### src/rtl/tracer_rd_if.sv
// tracer_rd_if: reads previously captured trace words back from L2 through a
// uDMA TX channel. Returned words are buffered in a small FIFO and presented to
// a trace decoder as a valid/ready word stream.
//
// Requests are only issued while the FIFO has room for every word already
// requested, so returned data can always be accepted (data_tx_ready_o is tied
// high).
//
// Optional feature, enabled by defining TRACER_RD_STATS_EN:
//   - adds output stat_words_o, a free-running count of words popped downstream
//     since reset.
module tracer_rd_if #(
    parameter int FIFO_DEPTH = 4,
    parameter int TRANS_SIZE = 16
) (
    input  logic                  clk_i,
    input  logic                  rst_ni,
    input  logic                  start_i,
    input  logic                  abort_i,
    input  logic [TRANS_SIZE-1:0] word_cnt_i,
    output logic                  busy_o,
    output logic                  done_o,
    output logic                  data_tx_req_o,
    input  logic                  data_tx_gnt_i,
    output logic [1:0]            data_tx_datasize_o,
    input  logic [31:0]           data_tx_i,
    input  logic                  data_tx_valid_i,
    output logic                  data_tx_ready_o,
    output logic [31:0]           trdb_packet_o,
    output logic                  trdb_word_valid_o,
    input  logic                  trdb_word_ready_i
`ifdef TRACER_RD_STATS_EN
    ,
    output logic [31:0]           stat_words_o
`endif
);

    localparam int AW = (FIFO_DEPTH > 1) ? $clog2(FIFO_DEPTH) : 1;
    localparam int OW = AW + 1;
    localparam int UW = OW + 1;
    localparam logic [UW-1:0] DEPTH_U = UW'(FIFO_DEPTH);

    typedef enum logic [1:0] {
        S_IDLE  = 2'd0,
        S_RUN   = 2'd1,
        S_DRAIN = 2'd2,
        S_FLUSH = 2'd3
    } state_t;

    state_t                r_state;
    state_t                w_state_next;
    logic                  w_done;

    logic [TRANS_SIZE-1:0] r_req_left;
    logic [OW-1:0]         r_outstanding;
    logic [OW-1:0]         r_count;
    logic [AW-1:0]         r_wptr;
    logic [AW-1:0]         r_rptr;
    logic [31:0]           w_entries [FIFO_DEPTH];

    logic                  w_active;
    logic [UW-1:0]         w_used;
    logic                  w_req;
    logic                  w_grant;
    logic                  w_rsp;
    logic                  w_push;
    logic                  w_pop;
    logic                  w_clear;

    // Words in flight (in the FIFO or still owed by the uDMA) bound the credit.
    assign w_active = (r_state == S_RUN) || (r_state == S_DRAIN);
    assign w_used   = {1'b0, r_count} + {1'b0, r_outstanding};
    assign w_req    = (r_state == S_RUN) && (r_req_left != '0) && (w_used < DEPTH_U);
    assign w_grant  = w_req && data_tx_gnt_i;
    // A response is only meaningful when a word is actually owed to us.
    assign w_rsp    = data_tx_valid_i && (r_outstanding != '0) && (r_state != S_IDLE);
    assign w_clear  = (w_active && abort_i) || (r_state == S_FLUSH);
    assign w_push   = w_rsp && w_active && !abort_i;
    assign w_pop    = trdb_word_valid_o && trdb_word_ready_i;

    assign busy_o             = (r_state != S_IDLE);
    assign done_o             = w_done;
    assign data_tx_req_o      = w_req;
    assign data_tx_datasize_o = 2'b10;
    assign data_tx_ready_o    = 1'b1;
    assign trdb_word_valid_o  = w_active && (r_count != '0);
    assign trdb_packet_o      = w_entries[r_rptr];

    // State register.
    always_ff @(posedge clk_i or negedge rst_ni) begin
        if (!rst_ni) begin
            r_state <= S_IDLE;
        end else begin
            r_state <= w_state_next;
        end
    end

    // Next-state and completion pulse; abort wins over a same-cycle completion.
    always_comb begin
        w_state_next = r_state;
        w_done       = 1'b0;
        case (r_state)
            S_IDLE: begin
                if (start_i) begin
                    w_state_next = (word_cnt_i == '0) ? S_DRAIN : S_RUN;
                end
            end
            S_RUN: begin
                if (abort_i) begin
                    w_state_next = S_FLUSH;
                end else if (w_grant && (r_req_left == TRANS_SIZE'(1))) begin
                    w_state_next = S_DRAIN;
                end
            end
            S_DRAIN: begin
                if (abort_i) begin
                    w_state_next = S_FLUSH;
                end else if ((r_outstanding == '0) && (r_count == '0) && !w_push) begin
                    w_done       = 1'b1;
                    w_state_next = S_IDLE;
                end
            end
            S_FLUSH: begin
                if (r_outstanding == '0) begin
                    w_state_next = S_IDLE;
                end
            end
            default: w_state_next = S_IDLE;
        endcase
    end

    // Remaining words to request: loaded on start, decremented per grant.
    always_ff @(posedge clk_i or negedge rst_ni) begin
        if (!rst_ni) begin
            r_req_left <= '0;
        end else if (w_clear) begin
            r_req_left <= '0;
        end else if ((r_state == S_IDLE) && start_i) begin
            r_req_left <= word_cnt_i;
        end else if (w_grant) begin
            r_req_left <= r_req_left - TRANS_SIZE'(1);
        end
    end

    // Granted-but-not-returned words; a same-cycle grant and response cancel.
    always_ff @(posedge clk_i or negedge rst_ni) begin
        if (!rst_ni) begin
            r_outstanding <= '0;
        end else begin
            case ({w_grant, w_rsp})
                2'b10:   r_outstanding <= r_outstanding + OW'(1);
                2'b01:   r_outstanding <= r_outstanding - OW'(1);
                default: r_outstanding <= r_outstanding;
            endcase
        end
    end

    // FIFO pointers and occupancy; push and pop may coincide even when full.
    always_ff @(posedge clk_i or negedge rst_ni) begin
        if (!rst_ni) begin
            r_wptr  <= '0;
            r_rptr  <= '0;
            r_count <= '0;
        end else if (w_clear) begin
            r_wptr  <= '0;
            r_rptr  <= '0;
            r_count <= '0;
        end else begin
            r_wptr  <= r_wptr + AW'(w_push);
            r_rptr  <= r_rptr + AW'(w_pop);
            r_count <= r_count + OW'(w_push) - OW'(w_pop);
        end
    end

    // FIFO storage: one register per slot so the head is visible the cycle after a push.
    for (genvar gi = 0; gi < FIFO_DEPTH; gi++) begin : g_fifo
        logic [31:0] r_entry;

        // Slot captures the returned word when the write pointer addresses it.
        always_ff @(posedge clk_i or negedge rst_ni) begin
            if (!rst_ni) begin
                r_entry <= '0;
            end else if (w_push && (r_wptr == AW'(gi))) begin
                r_entry <= data_tx_i;
            end
        end

        assign w_entries[gi] = r_entry;
    end

`ifdef TRACER_RD_STATS_EN
    logic [31:0] r_stat_words;

    // Lifetime count of words handed downstream; wraps naturally.
    always_ff @(posedge clk_i or negedge rst_ni) begin
        if (!rst_ni) begin
            r_stat_words <= '0;
        end else if (w_pop) begin
            r_stat_words <= r_stat_words + 32'd1;
        end
    end

    assign stat_words_o = r_stat_words;
`endif

`ifndef SYNTHESIS
    // Data must never arrive without a matching earlier grant while reading.
    a_no_orphan_data: assert property (@(posedge clk_i) disable iff (!rst_ni)
        (data_tx_valid_i && w_active) |-> (r_outstanding != '0));
`endif

endmodule

### config.mk
export PLATFORM = sky130hd
export DESIGN_NAME = tracer_rd_if
export DESIGN_NICKNAME = d
export VERILOG_FILES = /design/src/rtl/tracer_rd_if.sv
export SDC_FILE = /design/constraint.sdc
export NUM_CORES = 1
export LEC_CHECK = 0
export ABC_AREA = 1
export BUFFER_PORTS_ARGS = -buffer_cell sky130_fd_sc_hd__clkbuf_2
export CAP_MARGIN = 20
export CORE_MARGIN = 2
export CORE_UTILIZATION = 53
export CTS_CLUSTER_SIZE = 16
export DETAILED_ROUTE_END_ITERATION = 12
export GPL_ROUTABILITY_DRIVEN = 0
export PLACE_DENSITY = 0.86
export SYNTH_ARGS = -nofsm -noshare
export SYNTH_HDL_FRONTEND = slang
export SYNTH_SLANG_ARGS = --single-unit
### constraint.sdc
create_clock -name clk_i -period 2.4 [get_ports clk_i]
set_input_delay 0 -clock clk_i [delete_from_list [all_inputs] [get_ports clk_i]]
set_output_delay 0 -clock clk_i [all_outputs]
set_load 0.01 [all_outputs]
==> results.toml, run 1 <==
[yosys]
synth_seq_cells = 156
synth_edf_count = 0
synth_top_area_cell = "dfrtp_1"
ys_seq_area_frac = 0.4915
synth-warning-count = 0
synth-main-ff-cell = "dfrtp_1"
postSynth.asyncResetShare = 1.000
synth_area_per_cell_um2 = 7.818
yosysTopAreaCellShare = 0.4915
syn-cell-area_um2 = 7943
netlist_instances = 1016
synth.area.top_cells = "dfrtp_1 (49%), nand2_1 (11%), o21ai_0 (11%)"
ys_types = 40

[layout]
drive_gt1_frac = 0.1447
most-common-layout-cells = "nand2_1 (239), o21ai_0 (170), inv_1 (162)"
final_common_cell = "nand2_1"
seqCellArea_um2 = 3904
final_cell_area_um2 = 9733
antenna_cells = 0
multi_input_area_um2 = 3168
num-nets-final = 1219
final_core_util = 0.6672
fill_cells = 1128
area_growth_pct = 22.54

[clock_network]
cts.path.max_buffers = 2
cts-buffers-inserted = 17
numClockSinks = 156
clk_pin_slew_ns = 0.06
cts-htree-levels = 4
cts-root-buf = "clkbuf_16"
cts_tree = "yes"
clock_latency_ns = 0.42

[floorplanning]
coreArea_um2 = 14590
start_util = 0.5444
ios = 94
die_h_um = 126.4
num_rows = 44
dieArea_um2 = 15980
die_w_um = 126.4

[setup_path]
end_kind = "flop"
crit_top_cell = "inv_1"
crit_arrival_ns = 2.60
r2r-start = "r_state[0]"
rr_endpoint = "r_count[1]"
path_buf_inv = 4
cp_cell_sequence = "inv_1 > ha_1 > inv_1 > nand2_1 > nor2_4 > nand3_4 > ha_1 > inv_1 > ha_1 > inv_1 > fa_2 > nor2_1"
reg2reg_slack_ns = 0.12
cpPeakStageDelay_ns = 0.51
slowest_stage = "fa_2"
crit_family = "adder cells"
crit_type = "reg2reg"
r2r_cells = 12
worst-path-max-fanout = 4
crit_required_ns = 2.72
cp-start-kind = "flop"

[routing]
drc_errors = 0
drt-initial-drc-count = 583
drt_wl_total_mm = 19.09
avgViaCountPerCell = 5.298
drt-pass1-iter-count = 7
vias = 7126
post_drt_wl_per_cell_um = 14.19
antenna_left = 0

[timing]
fin_skew_ns = 0.005462
slew_viol_final = 0
relSlewSlack = 0.5061
whs_ns = 0.02849
worst_slack_ns = 0.1193
finalSetupTns_ns = 0
timing.final.crit_share = 0.9503
setup_viol = 0
hold_viol = 0
fmax_ghz = 0.4385
tightest_slew_ns = 0.7409
period_minus_slack_ns = 2.281

[power_and_ir_drop]
vdd_drop_max_mv = 0.8248
p_switching_w = 0.004767
swShare = 0.4051
seqPwrFrac = 0.339
cellPowerDensity_nw_per_um2 = 1209
cellLeakagePower_nw = 5.070
power.share.clock = 0.232
internal_power_w = 0.007001
power_frac_comb = 0.428

[placed_design]
port_buffers = 90
post-place-ws_ns = 0.06898
placed_area_um2 = 8638
hpwl_mm = 11.59

[global_routing]
antenna_found_initial = 0
grt_overflow = 0
grt_pass1_vias = 6766
grt_use_total = 0.2496
grt_first_pass_wirelength_mm = 32.33
grt_max_degree = 77

[hold_path]
hp-start = "word_cnt_i[4]"
hold_path_class = "in2reg"
holdPathStages = 6
min_delay_worst_endpoint = "r_state[1]"

[flow_run]
max-cap-violations = 0

[run_status]
status = "finished, final reports clean"
-- per-layer routing --
| layer | vias to the layer above | GRT usage | routed length, um |
|---|---|---|---|
| li1 | 3475 | - | - |
| met1 | 3355 | 0.3332 | 8295 |
| met2 | 256 | 0.4155 | 9375 |
| met3 | 40 | 0.04850 | 1085 |
| met4 | 0 | 0.07563 | 336 |
| met5 | - | 0 | 0 |
-- state kept, by name, indices dropped and copies added, names as in the netlist --
register,count
r_outstanding,3
r_req_left,16
r_wptr,2
r_count,3
g_fifo.r_entry,128
r_state,2
r_rptr,2
-- through the flow --
step	std cells	power (W)
floorplan	1017	0.007219
global placement	1264	0.008673
detailed placement	1264	0.008866
CTS	1343	0.01172
global route	1345	0.01267
finish	1345	0.01177
-- cell type report --
cell class / instances / share of cell area
repair buffers: 162 / 0.1235
inverters: 168 / 0.06479
well taps: 184 / 0.02365
clock buffers: 18 / 0.04512
flip-flops and latches: 156 / 0.4011
clock inverters: 14 / 0.01633
multi-input cells: 643 / 0.3255
-- logic make-up after synthesis --
group           after synthesis  synth area share
simple gates                322            0.1704
compound gates              292            0.1871
buf+inv                     218            0.1115
flops                       156            0.4915
fa+ha+maj                    16           0.02710
xor+xnor                      8          0.008821
other cells                   2         0.0009455
mux                           2          0.002521
-- power by group through the flow --
| stage | sequential, W | combinational (W) | clock [W] |
|---|---|---|---|
| floorplan | 0.00390 | 0.00332 | 0 |
| global placement | 0.00397 | 0.00470 | 0 |
| detailed placement | 0.00402 | 0.00485 | 0 |
| CTS | 0.00399 | 0.00497 | 0.00276 |
| global route | 0.00409 | 0.00569 | 0.00289 |
| finish | 0.00399 | 0.00504 | 0.00273 |
-- timing repair --
item	4_1_cts	5_1_grt
hold buffers	47	0
hold endpoints to repair	217	0
gates resized for setup	0	6
endpoints found under the setup margin	0	3
buffers inserted	0	2
-- worst max path at each step --
stage,cells after the start,slack (ns),from,end
final,12,0.12,r_state[0],r_count[1]
after global routing,12,-0.009,r_state[0],r_count[1]
after CTS,13,0.07,r_state[0],r_count[2]
after detailed placement,13,0.07,r_state[0],r_count[2]
after global placement,13,0.15,r_state[0],r_count[2]
after floorplan,13,0.06,r_state[0],r_count[2]
-- worst reg2reg max path, cell delays in order, from the launching register on --
cell	delay (ns)
dfrtp_1	0.38
inv_1	0.10
ha_1	0.22
inv_1	0.09
nand2_1	0.09
nor2_4	0.15
nand3_4	0.08
ha_1	0.27
inv_1	0.05
ha_1	0.13
inv_1	0.05
fa_2	0.51
nor2_1	0.04
-- synthesized netlist by cell type, types with 3 or more instances --
cell type	count
nor2_1	44
inv_1	164
o21ai_1	8
buf_2	4
o21ai_0	171
xor2_1	4
nand3b_1	3
o22ai_1	4
a21oi_1	102
dfrtp_1	156
nand2_1	239
clkbuf_1	22
nor3_4	4
buf_4	13
ha_1	14
xnor2_1	4
clkbuf_2	11
nand3_1	16
nand4_1	3
(Power assumes the default switching activity.)
==> run 2, diff against run 1 <==
--- a/config.mk
+++ b/config.mk
@@ -10,10 +10,11 @@
 export CAP_MARGIN = 20
 export CORE_MARGIN = 2
 export CORE_UTILIZATION = 53
+export CTS_BUF_LIST = sky130_fd_sc_hd__clkbuf_8 sky130_fd_sc_hd__clkbuf_16
 export CTS_CLUSTER_SIZE = 16
 export DETAILED_ROUTE_END_ITERATION = 12
 export GPL_ROUTABILITY_DRIVEN = 0
-export PLACE_DENSITY = 0.86
+export PLACE_DENSITY_LB_ADDON = 0.1
 export SYNTH_ARGS = -nofsm -noshare
 export SYNTH_HDL_FRONTEND = slang
 export SYNTH_SLANG_ARGS = --single-unit
==> run 2 against run 1 <==
  * Hold slack lost 0.019 ns
  * Combinational power shrank 1%
  * Maximum frequency grew 1.0%
  * Total power shrank 1.7%
  * Register-to-register slack gained 0.02 ns
  * Via count shrank 5.4%
  * First-iteration DRC count shrank 15%
  * Routed wire length shrank 4.2%
  * Sequential cell count is the same
  * Sequential share of layout area grew 0.21 points
  * Final area shrank 0.51%
  * Cell count shrank 0.22%
  * Critical path type unchanged
==> results.toml, run 2 (same netlist as run 1, synthesis figures left out) <==
[clock_network]
clock_latency_ns = 0.42
numClockSinks = 156
cts-htree-levels = 4
cts-buffers-inserted = 17
clk_pin_slew_ns = 0.06
cts-root-buf = "clkbuf_16"
cts.path.max_buffers = 2
cts_tree = "yes"

[layout]
seqCellArea_um2 = 3904
fill_cells = 1266
area_growth_pct = 21.91
multi_input_area_um2 = 3172
num-nets-final = 1217
reg_top3 = "g_fifo.r_entry: 128 flops, r_req_left: 16 flops"
final_core_util = 0.6637
final_common_cell = "nand2_1"
most-common-layout-cells = "nand2_1 (239), o21ai_0 (169), inv_1 (162)"
largest-register = "g_fifo.r_entry"
antenna_cells = 0
largest_reg_flops = 128
drive_gt1_frac = 0.1442

[timing]
whs_ns = 0.009579
period_minus_slack_ns = 2.257
hold_viol = 0
slew_viol_final = 0
fmax_ghz = 0.4430
setup_viol = 0
relSlewSlack = 0.6425
tightest_slew_ns = 0.5354
timing.final.crit_share = 0.9406
fin_skew_ns = 0.01055

[floorplanning]
start_util = 0.5444
ios = 94
num_rows = 44
die_w_um = 126.4
dieArea_um2 = 15980
coreArea_um2 = 14590
die_h_um = 126.4

[setup_path]
end_kind = "flop"
crit_required_ns = 2.70
crit_type = "reg2reg"
cpPeakStageDelay_ns = 0.52
crit_arrival_ns = 2.56
cp_cell_sequence = "inv_1 > ha_1 > inv_1 > nand2_1 > nor2_4 > nand3_4 > ha_1 > inv_1 > ha_1 > inv_1 > fa_2 > nor2_1"
slowest_stage = "fa_2"
crit_top_cell = "inv_1"
worst-path-max-fanout = 4
cp-start-kind = "flop"

[routing]
drt-initial-drc-count = 497
post_drt_wl_per_cell_um = 13.63
drt_wl_total_mm = 18.29
avgViaCountPerCell = 5.025
drc_errors = 0
vias = 6744
antenna_left = 0
drt-pass1-iter-count = 6

[global_routing]
antenna_found_initial = 0
grt_first_pass_wirelength_mm = 32.15
grt_overflow = 0
grt_use_total = 0.2467
grt_pass1_vias = 6806
grt_max_degree = 69

[power_and_ir_drop]
cellPowerDensity_nw_per_um2 = 1195
vdd_drop_max_mv = 0.7109
total_power_w = 0.01157
cellLeakagePower_nw = 5.051

[placed_design]
port_buffers = 90
hpwl_mm = 11.24

[flow_run]
max-cap-violations = 0

[hold_path]
hold_path_class = "in2reg"

[run_status]
status = "finished, final reports clean"
## run 2: cell types whose count changed in the layout (fill, tap and decap cells not counted), sizes merged
cell	delta
clkinv	+3
buf	-1
dlygate4sd3	-1
clkinvlp	-1
clkbuf	+1
inv	-4
## run 2: per-layer routing
| layer | share of wire | GRT usage |
|---|---|---|
| met5 | 0 | 0 |
| met4 | 0.014 | 0.07175 |
| met3 | 0.043 | 0.04724 |
| met2 | 0.48 | 0.3995 |
| met1 | 0.46 | 0.3411 |
## run 2: stage by stage
step           worst slack (ns)   TNS, ns  cell area (um^2)  instances
2_1_floorplan           0.06157         0              7946       1017
6_report                 0.1426         0              9683       1342
5_1_grt               -0.009960  -0.01898              9683       1342
3_3_place_gp             0.1506         0              8618       1263
4_1_cts                 0.06466         0              9653       1340
3_5_place_dp             0.1124         0              8618       1263
## run 2: final cells by class
| type | instances | share of cell area |
|---|---|---|
| Clock buffer | 19 | 0.04678 |
| Clock inverter | 12 | 0.01253 |
| Inverter | 168 | 0.06512 |
| Multi-Input combinational cell | 643 | 0.3276 |
| Sequential cell | 156 | 0.4032 |
| Tap cell | 184 | 0.02378 |
| Timing Repair Buffer | 160 | 0.1211 |
## run 2: worst paths after layout
kind | start | endpoint | slack, ns | cells past startpoint
max reg2reg | r_state[1] | r_count[1] | 0.14 | 12
max | r_state[1] | r_count[1] | 0.14 | 12
min reg2reg | r_outstanding[2] | r_outstanding[2] | 0.52 | 1
max in group asynchronous | rst_ni | g_fifo[0].r_entry[16] | 1.61 | 3
min in group asynchronous | rst_ni | r_req_left[7] | 0.02 | 2
min | word_cnt_i[14] | r_req_left[14] | 0.01 | 4
## run 2: critical path, delay by kind of cell (launching register included)
family / cells / cell delay [ns]
adder cells (fa/ha/maj): 4 / 1.12
buffers and inverters: 4 / 0.29
flip-flops: 1 / 0.39
AND/OR/NAND/NOR: 4 / 0.34
## run 2: repair_timing
action                                  4_1_cts  5_1_grt
buffers inserted                              0        2
gates resized for setup                       0        9
endpoints found under the setup margin        0        3
hold buffers                                 46        0
endpoints found under the hold margin       297        0
## run 2: power by group
part           internal, W  leakage, nW  switching, W
sequential         0.00350         1.63      0.000484
combinational      0.00194         3.14       0.00304
clock              0.00157        0.286       0.00104
==> run 3, diff against run 2 <==
--- a/config.mk
+++ b/config.mk
@@ -11,10 +11,11 @@
 export CORE_MARGIN = 2
 export CORE_UTILIZATION = 53
 export CTS_BUF_LIST = sky130_fd_sc_hd__clkbuf_8 sky130_fd_sc_hd__clkbuf_16
-export CTS_CLUSTER_SIZE = 16
+export CTS_CLUSTER_SIZE = 30
 export DETAILED_ROUTE_END_ITERATION = 12
 export GPL_ROUTABILITY_DRIVEN = 0
 export PLACE_DENSITY_LB_ADDON = 0.1
+export SLEW_MARGIN = 20
 export SYNTH_ARGS = -nofsm -noshare
 export SYNTH_HDL_FRONTEND = slang
 export SYNTH_SLANG_ARGS = --single-unit
==> constraint.sdc (replaced) <==
create_clock -name clk_i -period 2 [get_ports clk_i]
set_input_delay 0 -clock clk_i [delete_from_list [all_inputs] [get_ports clk_i]]
set_output_delay 0 -clock clk_i [all_outputs]
set_load 0.01 [all_outputs]
==> run 3 against run 2 <==
  * The run now ends with negative setup slack left
  * Clock skew about the same
  * Die area is the same
  * Maximum frequency increased by 11%
  * Utilization rose by 5.1 points
  * Clock-buffer cell count down 1
  * Global-route usage is essentially flat
  * Sequential share of layout area fell by 2.9 points
  * Worst setup slack lost 0.17 ns
  * Sequential cell count did not move
  * Sequential power increased by 19%
  * Final area increased by 7.6%
  * Largest cell class unchanged
  * Highest routed layer unchanged
==> results.toml, run 3 (same netlist as run 1, synthesis figures left out) <==
[routing]
avgViaCountPerCell = 5.147
drt-initial-drc-count = 500
drt-pass1-iter-count = 7
drc_errors = 0
antenna_left = 0
vias = 7154
post_drt_wl_per_cell_um = 14.36
drt_wl_total_mm = 19.96

[hold_path]
hold_path_class = "in2reg"
hp-start = "data_tx_gnt_i"
holdPathStages = 4
min_delay_worst_endpoint = "r_outstanding[1]"

[floorplanning]
num_rows = 44
coreArea_um2 = 14590
start_util = 0.5444
die_h_um = 126.4
ios = 94
die_w_um = 126.4
dieArea_um2 = 15980

[power_and_ir_drop]
cellLeakagePower_nw = 5.378
vdd_drop_max_mv = 0.8163
cellPowerDensity_nw_per_um2 = 1435

[timing]
fmax_ghz = 0.4936
fin_skew_ns = 0.01079
setup_viol = 2
rsz0062_at_grt = "true"
worst_slack_ns = -0.02573
timing.final.crit_share = 1.013
period_minus_slack_ns = 2.026
hold_viol = 0
whs_ns = 0.03997
slew_viol_final = 0

[layout]
antenna_cells = 0
most-common-layout-cells = "nand2_1 (236), o21ai_0 (163), inv_1 (158)"
largest-register = "g_fifo.r_entry"
final_common_cell = "nand2_1"
drive_gt1_frac = 0.1957
final_cells = 1390
final_cell_area_um2 = 10420
area_growth_pct = 31.21
largest_reg_flops = 128
reg_top3 = "g_fifo.r_entry: 128 flops, r_req_left: 16 flops"
num-nets-final = 1264

[setup_path]
crit_arrival_ns = 2.34
crit_type = "reg2reg"
reg2reg_slack_ns = -0.03
end_kind = "flop"
r2r-start = "r_outstanding[2]"
r2r_cells = 10
worst-path-max-fanout = 2
crit_required_ns = 2.31
cp-start-kind = "flop"
rr_endpoint = "r_count[1]"

[global_routing]
grt_overflow = 0
grt_first_pass_wirelength_mm = 32.06
grt_pass1_vias = 6686
grt_use_total = 0.2468
grt_max_degree = 63
antenna_found_initial = 0

[placed_design]
dp_cells = 1291
placed_area_um2 = 8916
port_buffers = 90
hpwl_mm = 11.64

[clock_network]
clk_pin_slew_ns = 0.06
cts_tree = "yes"
cts-htree-levels = 4
clock_latency_ns = 0.42
cts-buffers-inserted = 17
cts.path.max_buffers = 2
cts-root-buf = "clkbuf_16"
numClockSinks = 156

[run_status]
violations = "negative setup slack"
status = "finished with violations"

[flow_run]
max-cap-violations = 0
## run 3: cell types whose count changed in the layout (fill, tap and decap cells not counted), sizes merged
cell         change
clkbuf           +5
buf             +39
clkinv           -1
inv              +2
bufinv           +2
dlygate4sd3      +2
clkinvlp         -1
## run 3: layout make-up
type	count	area [um^2]
Inverter	168	638.1
Clock buffer	18	439.2
Tap cell	184	230.2
Multi-Input combinational cell	643	3306
Sequential cell	156	3904
Fill cell	1121	4168
Clock inverter	14	176.4
Timing Repair Buffer	207	1728
## run 3: per-stage QoR
step / total power (W) / TNS [ns] / setup WS [ns] / utilization
2_1_floorplan: 0.008818 / -0.1464 / -0.1021 / -
3_3_place_gp: 0.01095 / 0 / 0.01996 / 0.6111
3_5_place_dp: 0.01107 / -0.09168 / -0.06751 / 0.6111
4_1_cts: 0.01471 / 0 / 0.0003799 / 0.6903
5_1_grt: 0.01616 / -0.3717 / -0.1159 / 0.7143
6_report: 0.01495 / -0.03025 / -0.02573 / 0.7143
## run 3: critical path, stage by stage, from the launching register on
cell,delay [ns]
dfrtp_1,0.39
buf_4,0.15
nor3_2,0.23
nor2_4,0.09
nand3_4,0.09
ha_4,0.20
inv_2,0.06
ha_4,0.11
inv_2,0.03
fa_2,0.53
nor2_1,0.05
## run 3: how the worst max path moves through the flow
stage          slack, ns              from                to  cells past startpoint
6_report           -0.03  r_outstanding[2]        r_count[1]                     10
4_1_cts           0.0004        r_state[1]        r_count[1]                     12
3_3_place_gp        0.02  r_outstanding[2]  r_outstanding[1]                      9
2_1_floorplan      -0.10        r_state[0]        r_count[1]                     12
3_5_place_dp       -0.07  r_outstanding[2]  r_outstanding[1]                      9
5_1_grt            -0.12        r_state[1]        r_count[1]                     12
## run 3: what timing repair did
item / in CTS / in global routing
pin swaps: 11 / 12
setup buffers: 4 / 8
endpoints found under the setup margin: 4 / 135
gates cloned: 0 / 8
gates resized for setup: 9 / 33
hold buffers: 48 / 0
endpoints found under the hold margin: 299 / 0
## run 3: per-layer routing
metal,share of wire,global-route usage
met3,0.058,0.04682
met5,0,0
met1,0.45,0.3511
met4,0.013,0.06399
met2,0.48,0.3923
## run 3: power by group
| group | leakage (nW) | internal [W] | switching [W] |
|---|---|---|---|
| Combinational | 3.43 | 0.00284 | 0.00402 |
| Clock | 0.314 | 0.00210 | 0.00127 |
| Sequential | 1.63 | 0.00420 | 0.000524 |
| Total | 5.38 | 0.00914 | 0.00581 |
